===== src/rtl/fifo_arb_pkg.sv =====
// fifo_arb_pkg: shared state type and width helpers for fifo_push_arbiter.
package fifo_arb_pkg;
   typedef enum logic {IDLE, BURST} arb_state_t;
   localparam int STAT_W = 16;
   function automatic int ptr_w(input int n);
      return (n > 1) ? $clog2(n) : 1;
   endfunction
   function automatic int cnt_w(input int max_burst);
      return $clog2(max_burst + 1);
   endfunction
endpackage


===== src/rtl/rr_pick.sv =====
// rr_pick: combinational round-robin picker, first set req scanning from ptr upward mod N.
module rr_pick import fifo_arb_pkg::*; #(
   parameter int N = 4,
   localparam int PW = ptr_w(N)
) (
   input  logic [N-1:0]  req,
   input  logic [PW-1:0] ptr,
   output logic          valid,
   output logic [PW-1:0] winner
);
   // Scan farthest offset first so the nearest requester overwrites it.
   always_comb begin
      winner = '0;
      for (int i = N - 1; i >= 0; i--)
         if (req[(int'(ptr) + i) % N]) winner = PW'((int'(ptr) + i) % N);
   end
   assign valid = |req;
endmodule


===== src/rtl/fifo_push_arbiter.sv =====
// fifo_push_arbiter: round-robin share of one fifo_flops write port with optional locked bursts.
// Define FIFO_ARB_STATS_EN to add saturating grant_cnt/stall_cnt outputs.
module fifo_push_arbiter import fifo_arb_pkg::*; #(
   parameter int N         = 4,
   parameter int width     = 16,
   parameter int MAX_BURST = 4,
   localparam int PW = ptr_w(N),
   localparam int CW = cnt_w(MAX_BURST)
) (
   input  logic               clk,
   input  logic               rst,
   input  logic [N-1:0]       req,
   input  logic [N-1:0]       lock,
   input  logic [N*width-1:0] din_req,
   output logic [N-1:0]       gnt,
   output logic               push,
   output logic [width-1:0]   Din,
   input  logic               full,
   output logic [PW-1:0]      owner,
   output logic               busy
`ifdef FIFO_ARB_STATS_EN
   ,
   output logic [N*STAT_W-1:0] grant_cnt,
   output logic [STAT_W-1:0]   stall_cnt
`endif
);
   arb_state_t    r_state, w_state_nxt;
   logic [PW-1:0] r_rr_ptr, w_rr_ptr_nxt, r_owner, w_owner_nxt, w_pick, w_sel;
   logic [CW-1:0] r_burst_cnt, w_burst_cnt_nxt;
   logic          w_pick_valid;

   rr_pick #(.N(N)) u_pick (
      .req    (req),
      .ptr    (r_rr_ptr),
      .valid  (w_pick_valid),
      .winner (w_pick)
   );

   assign w_sel = (r_state == BURST) ? r_owner : w_pick;
   assign push  = |gnt;
   assign Din   = push ? din_req[w_sel*width +: width] : '0;
   assign owner = r_owner;
   assign busy  = (r_state == BURST);

   always_comb begin
      w_state_nxt     = r_state;
      w_rr_ptr_nxt    = r_rr_ptr;
      w_owner_nxt     = r_owner;
      w_burst_cnt_nxt = r_burst_cnt;
      gnt             = '0;
      if (!rst && !full) begin
         if (r_state == IDLE) begin
            if (w_pick_valid) begin
               gnt[w_pick]  = 1'b1;
               w_rr_ptr_nxt = (w_pick == PW'(N - 1)) ? '0 : w_pick + 1'b1;
               if (lock[w_pick] && MAX_BURST > 1) begin
                  w_state_nxt     = BURST;
                  w_owner_nxt     = w_pick;
                  w_burst_cnt_nxt = CW'(1);
               end
            end
         end else begin
            // A missing owner word ends the burst with a bubble instead of granting others.
            gnt[r_owner]    = req[r_owner];
            w_burst_cnt_nxt = r_burst_cnt + 1'b1;
            if (!req[r_owner] || !lock[r_owner] || w_burst_cnt_nxt == CW'(MAX_BURST)) begin
               w_state_nxt     = IDLE;
               w_burst_cnt_nxt = '0;
            end
         end
      end
   end

   always_ff @(posedge clk) begin
      if (rst) begin
         r_state     <= IDLE;
         r_rr_ptr    <= '0;
         r_owner     <= '0;
         r_burst_cnt <= '0;
      end else begin
         r_state     <= w_state_nxt;
         r_rr_ptr    <= w_rr_ptr_nxt;
         r_owner     <= w_owner_nxt;
         r_burst_cnt <= w_burst_cnt_nxt;
      end
   end

`ifdef FIFO_ARB_STATS_EN
   always_ff @(posedge clk) begin
      if (rst) begin
         grant_cnt <= '0;
         stall_cnt <= '0;
      end else begin
         for (int k = 0; k < N; k++)
            if (gnt[k] && grant_cnt[k*STAT_W +: STAT_W] != '1)
               grant_cnt[k*STAT_W +: STAT_W] <= grant_cnt[k*STAT_W +: STAT_W] + 1'b1;
         if (|req && full && stall_cnt != '1) stall_cnt <= stall_cnt + 1'b1;
      end
   end
`endif
endmodule

===== config.mk =====
export PLATFORM = sky130hd
export DESIGN_NAME = fifo_push_arbiter
export DESIGN_NICKNAME = d
export VERILOG_FILES = /design/src/rtl/fifo_arb_pkg.sv /design/src/rtl/rr_pick.sv /design/src/rtl/fifo_push_arbiter.sv
export SDC_FILE = /design/constraint.sdc
export NUM_CORES = 1
export LEC_CHECK = 0
export BUFFER_PORTS_ARGS = -buffer_cell sky130_fd_sc_hd__buf_2
export CAP_MARGIN = 20
export CELL_PAD_IN_SITES_DETAIL_PLACEMENT = 0
export CELL_PAD_IN_SITES_GLOBAL_PLACEMENT = 1
export CORE_UTILIZATION = 30
export CTS_CLUSTER_SIZE = 28
export DETAILED_ROUTE_END_ITERATION = 7
export PLACE_DENSITY = 0.9
export SETUP_SLACK_MARGIN = 0.15
export SLEW_MARGIN = 20
export SYNTH_ARGS = -nofsm -noshare
export SYNTH_HDL_FRONTEND = slang
export SYNTH_SLANG_ARGS = --single-unit

===== constraint.sdc =====
create_clock -name clk -period 4.35 [get_ports clk]
set_clock_uncertainty 0.05 [all_clocks]
set_input_delay 0.2175 -clock clk [delete_from_list [all_inputs] [get_ports clk]]
set_output_delay 0.2175 -clock clk [all_outputs]
set_load 0.005 [all_outputs]

==> results.toml, run 1 <==
[clocking]
clock_sinks = 8
cts_tree = "built"
postCtsResizedCells = 0
numCtsBuffers = 3
cts_setup_buffers = 0
path_clk_slew_ps = 40
ctsHoldBuffers = 0
cts_max_path_buffers = 2
clk_latency_ps = 230
htreeDepth = 1
cts-root-buf = "clkbuf_8"

[sta]
fin_crit_ps = 3240
timing_hold_violations_final = 0
fmax_ghz = 0.309
post-route-period-util_pct = 74.5
tightest_slew_ps = 831
setup_violations = 0
finalMaxSlewViolations = 0
fin_ws_ps = 1110
setup_tns_ps = 0
relSlewSlack_pct = 44.6
rsz0062_at_grt = "false"

[pwr]
p_leak_nw = 0.871
power_frac_seq_pct = 22.3
total_power_mw = 0.389
p_int_mw = 0.257
p_comb_share_pct = 54.4
irDropWorstVdd_v = 0.0000720
swShare_pct = 33.8
p_clk_share_pct = 23.3
switchingPower_mw = 0.132
p_per_area_nw_per_um2 = 212

[setup_path]
crit_type = "register to primary output"
crit_path_top_delay_cell = "or4_1"
cp_top_family = "simple AND/OR/NAND/NOR gates"
cp.arrival_ps = 2970
cpPeakStageDelay_ps = 770
path_cells = "nor2b_1 -> or4b_4 -> and2_4 -> ha_1 -> a21oi_1 -> a21oi_1 -> or4_1 -> and2_1 -> buf_2"
crit_buf_inv = 1
setup.worst_path.start_class = "register"
startpoint = "r_rr_ptr[0]"
worst_setup_path_end_kind = "primary output"
cp.required_ps = 4080
r2r-start = "r_rr_ptr[0]"
crit_top_cell = "a21oi_1"
crit_fanout = 17

[synthesis]
synthesis.area_um2 = 1290
yosysWarnings = 0
synth-main-ff-cell = "dfxtp_1"
synth.top_cell.area_share_pct = 29.7
syn_nets = 212
syn_inst = 131
ys_ff_latch = 8
synth_seq_area_share_pct = 12.4
yosysTopAreaCell = "mux4_2"
synth.distinct_cells = 42
synth.top_cells.by_area = "mux4_2, dfxtp_1, and2_1"
syn_avg_cell_area_um2 = 9.83
synth_edf_count = 0
async_flop_share_pct = 0

[drt]
antenna_left = 0
wl_um = 3950
remaining_drc_errors = 0
dr.pass1.iters = 4
vias = 1407
wire_per_inst_um = 14.3
dr.first_iter.drc_count = 98
avgViaCountPerCell = 5.12

[die]
die_area_um2 = 4560
die_h_um = 67.5
ios = 99
coreArea_um2 = 4060
initial_core_util_pct = 31.7
die_w_um = 67.5
rows = 23

[finish]
n_fill_cell = 394
syn_to_final_growth_pct = 42.9
nNetsFinal = 308
layout-drive-gt1-share_pct = 56.0
insertedDiodeCount = 0

[global_routing]
gr-usage-all-layers_pct = 16.5
grt_pass1_wl_um = 5600
grt_max_degree = 18
grt_pass1_vias = 1218
antenna_found_initial = 0
globalRouteOverflowTotal = 0

[placement]
hpwl_um = 3240
port_buffers = 98
dp_slack_ps = 1280
place_congestion = 0.793

[worst_hold_path]
hp-class = "input pin to register"
worstHoldStart = "rst"

[flow_run]
cap_violations = 0

[outcome]
status = "completed"
[through the flow]
stage               instances  area, um^2  utilization, %  hold slack [ps]
CTS                       275        1840            45.3              232
floorplan                 131        1290               -              386
detailed placement        272        1800            44.3              450
finish                    275        1840            45.3              242
global route              275        1840            45.3              256
global placement          272        1800            44.3              442
[worst register-to-register path: cells and delay by family, from the launching register on]
kind | cells | cell delay [ps]
compound gates | 1 | 290
mux | 1 | 210
simple gates | 4 | 1300
flops | 1 | 360
[synthesized netlist by cell type, types with 2 or more instances]
| library cell | instances |
|---|---|
| mux4_2 | 17 |
| nand3b_1 | 2 |
| o21ai_0 | 2 |
| or3_1 | 2 |
| clkbuf_1 | 4 |
| nor3_1 | 2 |
| inv_1 | 6 |
| ha_1 | 6 |
| or4_1 | 2 |
| mux2i_1 | 2 |
| a21oi_1 | 10 |
| nand3_1 | 7 |
| dfxtp_1 | 8 |
| nand2_1 | 4 |
| and2_1 | 17 |
| nor2b_1 | 4 |
| nand2b_1 | 2 |
| nor2_1 | 7 |
| buf_6 | 2 |
| a211oi_1 | 3 |
[flip-flops by register name (all words and copies together), names as in the netlist]
register,cells
r_burst_cnt,3
busy,1
owner,2
r_rr_ptr,2
[cell type report]
cell class	instances	area, um^2	area share [%]
multi-input cells	110	1060	57.8
flip-flops and latches	8	160	8.71
inverters	6	22.5	1.22
clock buffers	3	41.3	2.24
repair buffers	98	490	26.7
well taps	50	62.6	3.40
[placed cells by master (no fill, tap or decap), types with 3 or more instances in the layout]
cell type	count
nand2_1	4
mux4_2	17
and2_1	17
nand3_1	7
a21oi_1	10
a211oi_1	3
nor2_1	7
clkbuf_8	3
dfxtp_1	8
ha_1	6
buf_2	98
inv_1	6
nor2b_1	4
[worst paths after layout]
check | cells after the start | slack [ps] | endpoint
setup / recovery | 9 | 1110 | Din[14]
hold / removal | 2 | 240 | owner[0]
setup reg to reg | 6 | 2090 | r_burst_cnt[1]
hold reg to reg | 2 | 450 | r_burst_cnt[1]
[routing by layer]
layer	track usage [%]	routed length, um
met5	0	0
met4	6.91	53
met1	23.0	1770
met2	24.8	1960
met3	3.04	162
[power by group through the flow]
stage          combinational, mW  sequential [mW]  clock [mW]
6_report                   0.212           0.0866      0.0908
5_1_grt                    0.235           0.0875      0.0995
2_1_floorplan              0.143           0.0835           0
3_5_place_dp               0.213           0.0876           0
3_3_place_gp               0.211           0.0876           0
4_1_cts                    0.215           0.0864      0.0939
[logic make-up after synthesis]
family	synth area share, %
flops	12.4
simple gates	25.0
fa+ha+maj	5.83
mux	33.3
compound gates	17.7
buf+inv	5.05
xor+xnor	0.680
Power figures use the tool's default switching activity.
==> run 2: changes to the inputs <==
--- a/config.mk
+++ b/config.mk
@@ -9,10 +9,10 @@
 export CAP_MARGIN = 20
 export CELL_PAD_IN_SITES_DETAIL_PLACEMENT = 0
 export CELL_PAD_IN_SITES_GLOBAL_PLACEMENT = 1
-export CORE_UTILIZATION = 30
+export CORE_UTILIZATION = 25
 export CTS_CLUSTER_SIZE = 28
 export DETAILED_ROUTE_END_ITERATION = 7
-export PLACE_DENSITY = 0.9
+export PLACE_DENSITY = 0.8
 export SETUP_SLACK_MARGIN = 0.15
 export SLEW_MARGIN = 20
 export SYNTH_ARGS = -nofsm -noshare
==> constraint.sdc (replaced) <==
create_clock -name clk -period 2.8 [get_ports clk]
set_clock_uncertainty 0.05 [all_clocks]
set_input_delay 0.14 -clock clk [delete_from_list [all_inputs] [get_ports clk]]
set_output_delay 0.14 -clock clk [all_outputs]
set_load 0.005 [all_outputs]
==> results.toml, run 2 (synthesis results as in run 1) <==
[setup_path]
cp.required_ps = 2610
worst_setup_path_end_kind = "primary output"
cpPeakStageDelay_ps = 550
crit_buf_inv = 2
setup.worst_path.start_class = "register"
cp_top_family = "simple AND/OR/NAND/NOR gates"
rr_endpoint = "r_burst_cnt[1]"
cp.arrival_ps = 2610
path_cells = "nor2b_4 -> or4b_4 -> and2_4 -> ha_4 -> a21oi_2 -> a21oi_2 -> or4_4 -> buf_6 -> and2_1 -> buf_2"
r2r-start = "r_rr_ptr[0]"
ff2ff_path_depth = 7
reg2reg_slack_ps = 530
crit_path_top_delay_cell = "or4_4"
crit_cells = 10
crit_type = "register to primary output"
crit_fanout = 8
crit_top_cell = "a21oi_2"

[finish]
fin_area_um2 = 2220
nNetsFinal = 326
final_cell_mix = "buf_2, buf_6, mux4_2"
insertedDiodeCount = 0
largest_reg_flops = 3
layout_commonest_cell = "buf_2"
layout-drive-gt1-share_pct = 70.4
syn_to_final_growth_pct = 72.1
fin_cells = 310
largest_register = "r_burst_cnt"
postLayoutCoreUtil_pct = 45.7

[die]
rows = 25
die_area_um2 = 5440
die_w_um = 73.8
die_h_um = 73.8
ios = 99
initial_core_util_pct = 26.6
coreArea_um2 = 4850

[pwr]
irDropWorstVdd_v = 0.000199
p_clk_share_pct = 19.0
p_per_area_nw_per_um2 = 337
p_int_mw = 0.502
switchingPower_mw = 0.244
power_frac_seq_pct = 18.2
p_comb_share_pct = 62.8
swShare_pct = 32.7
p_leak_nw = 1.01

[clocking]
htreeDepth = 1
path_clk_slew_ps = 40
cts_max_path_buffers = 2
cts-root-buf = "clkbuf_8"
clock_sinks = 8
numCtsBuffers = 3
clk_latency_ps = 230
cts_tree = "built"
ctsHoldBuffers = 0

[sta]
fin_ws_ps = -3.31
whs_ps = 164
tightest_slew_ps = 698
relSlewSlack_pct = 53.1
finalMaxSlewViolations = 0
fmax_ghz = 0.357
setup_tns_ps = -6.43
fin_crit_ps = 2800
setup_violations = 4
rsz0062_at_grt = "true"
timing_hold_violations_final = 0
post-route-period-util_pct = 100

[drt]
wl_um = 4750
dr.first_iter.drc_count = 23
vias = 1531
dr.pass1.iters = 4
antenna_left = 0
avgViaCountPerCell = 4.94
wire_per_inst_um = 15.3
remaining_drc_errors = 0

[placement]
hpwl_um = 3520
dp.cells = 296
place_congestion = 0.872
place_area_um2 = 1880
port_buffers = 98

[worst_hold_path]
worstHoldStart = "rst"
hp-class = "input pin to register"
hold_path_end = "r_rr_ptr[0]"
whs_path_depth = 2

[outcome]
status = "finished, violations left"
violations = "setup timing"

[global_routing]
antenna_found_initial = 0
globalRouteOverflowTotal = 0
grt_pass1_vias = 1534
grt_max_degree = 17
gr-usage-all-layers_pct = 16.8
grt_pass1_wl_um = 6810

[flow_run]
cap_violations = 0
-- run 2: cell count changes in the layout (fill, tap and decap cells not counted), sizes merged --
cell | before | now
buf | 98 | 116
-- run 2: power by group through the flow --
stage	clock [mW]	sequential [mW]	combinational [mW]
floorplan	0	0.130	0.224
global placement	0	0.136	0.353
detailed placement	0	0.136	0.354
CTS	0.144	0.135	0.420
global route	0.151	0.137	0.506
finish	0.142	0.136	0.468
-- run 2: worst max-delay path by stage --
stage	startpoint	slack [ps]	endpoint
floorplan	r_rr_ptr[0]	160	Din[10]
global placement	req[2]	90	Din[13]
detailed placement	req[2]	60	Din[13]
CTS	r_rr_ptr[0]	30	Din[0]
global route	r_rr_ptr[0]	-70	Din[4]
finish	r_rr_ptr[0]	-3	Din[2]
-- run 2: stage by stage --
| stage | setup WS (ps) | total power, mW |
|---|---|---|
| 3_3_place_gp | 89.9 | 0.489 |
| 6_report | -3.31 | 0.746 |
| 5_1_grt | -65.3 | 0.794 |
| 3_5_place_dp | 59.9 | 0.490 |
| 4_1_cts | 30.5 | 0.700 |
| 2_1_floorplan | 158 | 0.353 |
-- run 2: routing by layer --
metal / share of wire [%] / routed length, um / up-vias / GRT usage [%]
met5: 0 / 0 / - / 0
met4: 1.7 / 83 / 0 / 6.20
met3: 8.4 / 397 / 7 / 3.16
met2: 53 / 2500 / 75 / 33.7
met1: 37 / 1770 / 715 / 16.7
li1: - / - / 734 / -
-- run 2: worst reg2reg max path, delay by kind of cell (launching register included) --
family | cells | cell delay (ps)
AOI/OAI and AO/OA | 1 | 290
buffers and inverters | 1 | 160
DFF | 1 | 370
muxes | 1 | 210
and+or+nand+nor | 4 | 1120
-- run 2: cell type report --
class | count | area, um^2
tap | 67 | 83.8
multi-input combinational | 110 | 1150
inverter | 6 | 22.5
timing repair buffer | 116 | 756
fill | 464 | 2630
clock buffer | 3 | 41.3
sequential | 8 | 165
-- run 2: repair_timing --
| item | CTS | global route |
|---|---|---|
| pin swaps | 6 | 1 |
| hold endpoints to repair | 0 | 0 |
| gates cloned | 2 | 0 |
| setup buffers | 9 | 0 |
| setup endpoints to repair | 17 | 18 |
| resized for setup | 27 | 28 |
==> run 3: changes to the inputs <==
--- a/config.mk
+++ b/config.mk
@@ -13,7 +13,7 @@
 export CTS_CLUSTER_SIZE = 28
 export DETAILED_ROUTE_END_ITERATION = 7
 export PLACE_DENSITY = 0.8
-export SETUP_SLACK_MARGIN = 0.15
+export SETUP_SLACK_MARGIN = 0.5
 export SLEW_MARGIN = 20
 export SYNTH_ARGS = -nofsm -noshare
 export SYNTH_HDL_FRONTEND = slang
==> results.toml, run 3 (synthesis results as in run 1) <==
[pwr]
p_leak_nw = 1.02
p_per_area_nw_per_um2 = 345
total_power_mw = 0.773
irDropWorstVdd_v = 0.000296

[clocking]
htreeDepth = 1
ctsHoldBuffers = 0
numCtsBuffers = 3
cts_tree = "built"
clock_sinks = 8
cts_max_path_buffers = 2
path_clk_slew_ps = 50
cts-root-buf = "clkbuf_8"
clk_latency_ps = 240

[setup_path]
crit_path_top_delay_cell = "or4_4"
cp.required_ps = 2610
crit_fanout = 8
crit_buf_inv = 2
worst_setup_path_end_kind = "primary output"
cp.arrival_ps = 2590
crit_type = "register to primary output"
path_cells = "nor2b_4 -> or4b_4 -> and2_4 -> ha_4 -> a21oi_2 -> a21oi_2 -> or4_4 -> buf_6 -> and2_4 -> buf_6"
cp_top_family = "simple AND/OR/NAND/NOR gates"
cpPeakStageDelay_ps = 550
setup.worst_path.start_class = "register"

[die]
initial_core_util_pct = 26.6
die_h_um = 73.8
coreArea_um2 = 4850
die_w_um = 73.8
die_area_um2 = 5440
rows = 25
ios = 99

[sta]
fin_crit_ps = 2780
tightest_slew_ps = 729
setup_violations = 0
fmax_ghz = 0.360
timing_hold_violations_final = 0
finalMaxSlewViolations = 0
rsz0062_at_grt = "true"
post-route-period-util_pct = 99.2
relSlewSlack_pct = 51.0

[global_routing]
globalRouteOverflowTotal = 0
use_met2_pct = 32.0
met3_usage_pct = 3.43
gr-usage-all-layers_pct = 17.3
antenna_found_initial = 0
grt-busiest-layer = "met2"
grt_pass1_wl_um = 7030
grt_max_degree = 17
grt_pass1_vias = 1512
use_met1_pct = 18.8

[finish]
postLayoutCoreUtil_pct = 46.2
largest_reg_flops = 3
layout_commonest_cell = "buf_2"
nNetsFinal = 325
final_cell_mix = "buf_2, buf_6, mux4_2"
final-seq-area_um2 = 165
syn_to_final_growth_pct = 73.9
multiInputGateArea_um2 = 1160
n_fill_cell = 471
largest_register = "r_burst_cnt"
layout-drive-gt1-share_pct = 70.8
insertedDiodeCount = 0
fin_area_um2 = 2240

[drt]
remaining_drc_errors = 0
antenna_left = 0
vias = 1514
wl_um = 4690
wire_per_inst_um = 15.1
dr.first_iter.drc_count = 34
dr.pass1.iters = 4
avgViaCountPerCell = 4.88

[placement]
port_buffers = 98
place_area_um2 = 1910
hpwl_um = 3560
place_congestion = 0.820

[flow_run]
cap_violations = 0

[outcome]
status = "completed"

[worst_hold_path]
hp-class = "input pin to register"
run 3: through the flow:
| step | setup TNS, ps | hold WS, ps | worst slack [ps] | instances |
|---|---|---|---|---|
| global placement | 0 | 406 | 152 | 293 |
| global route | -765 | 190 | -55.1 | 310 |
| detailed placement | 0 | 417 | 117 | 293 |
| finish | 0 | 165 | 23.4 | 310 |
| floorplan | 0 | 308 | 346 | 131 |
| CTS | -390 | 154 | -32.5 | 308 |
run 3: final timing paths:
check	slack, ps	cells after the start	startpoint	end
hold / removal	160	2	rst	r_rr_ptr[1]
setup reg to reg	530	7	r_rr_ptr[0]	r_burst_cnt[1]
hold reg to reg	450	2	r_burst_cnt[2]	r_burst_cnt[2]
setup / recovery	20	10	r_rr_ptr[0]	Din[0]
run 3: where the power goes:
part,internal (mW),switching [mW],total [mW]
Combinational,0.299,0.186,0.484
Sequential,0.121,0.0142,0.135
Clock,0.0994,0.0540,0.153
run 3: layer usage:
metal,share of wire [%],vias to the layer above,wire [um]
met4,2.3,0,109
met2,50,78,2360
li1,-,734,-
met5,0,-,0
met3,8.8,11,411
met1,39,691,1810
run 3: area by class of cell:
cell class / instances / area share [%]
Clock buffer: 4 / 2.01
Inverter: 6 / 1.01
Multi-Input combinational cell: 110 / 51.9
Sequential cell: 8 / 7.38
Tap cell: 67 / 3.75
Timing Repair Buffer: 115 / 34.0
run 3: repair_timing:
item / 4_1_cts / 5_1_grt
cloned: 2 / 0
buffers inserted: 9 / 2
pin swaps: 4 / 5
setup endpoints to repair: 17 / 23
resized for setup: 31 / 11
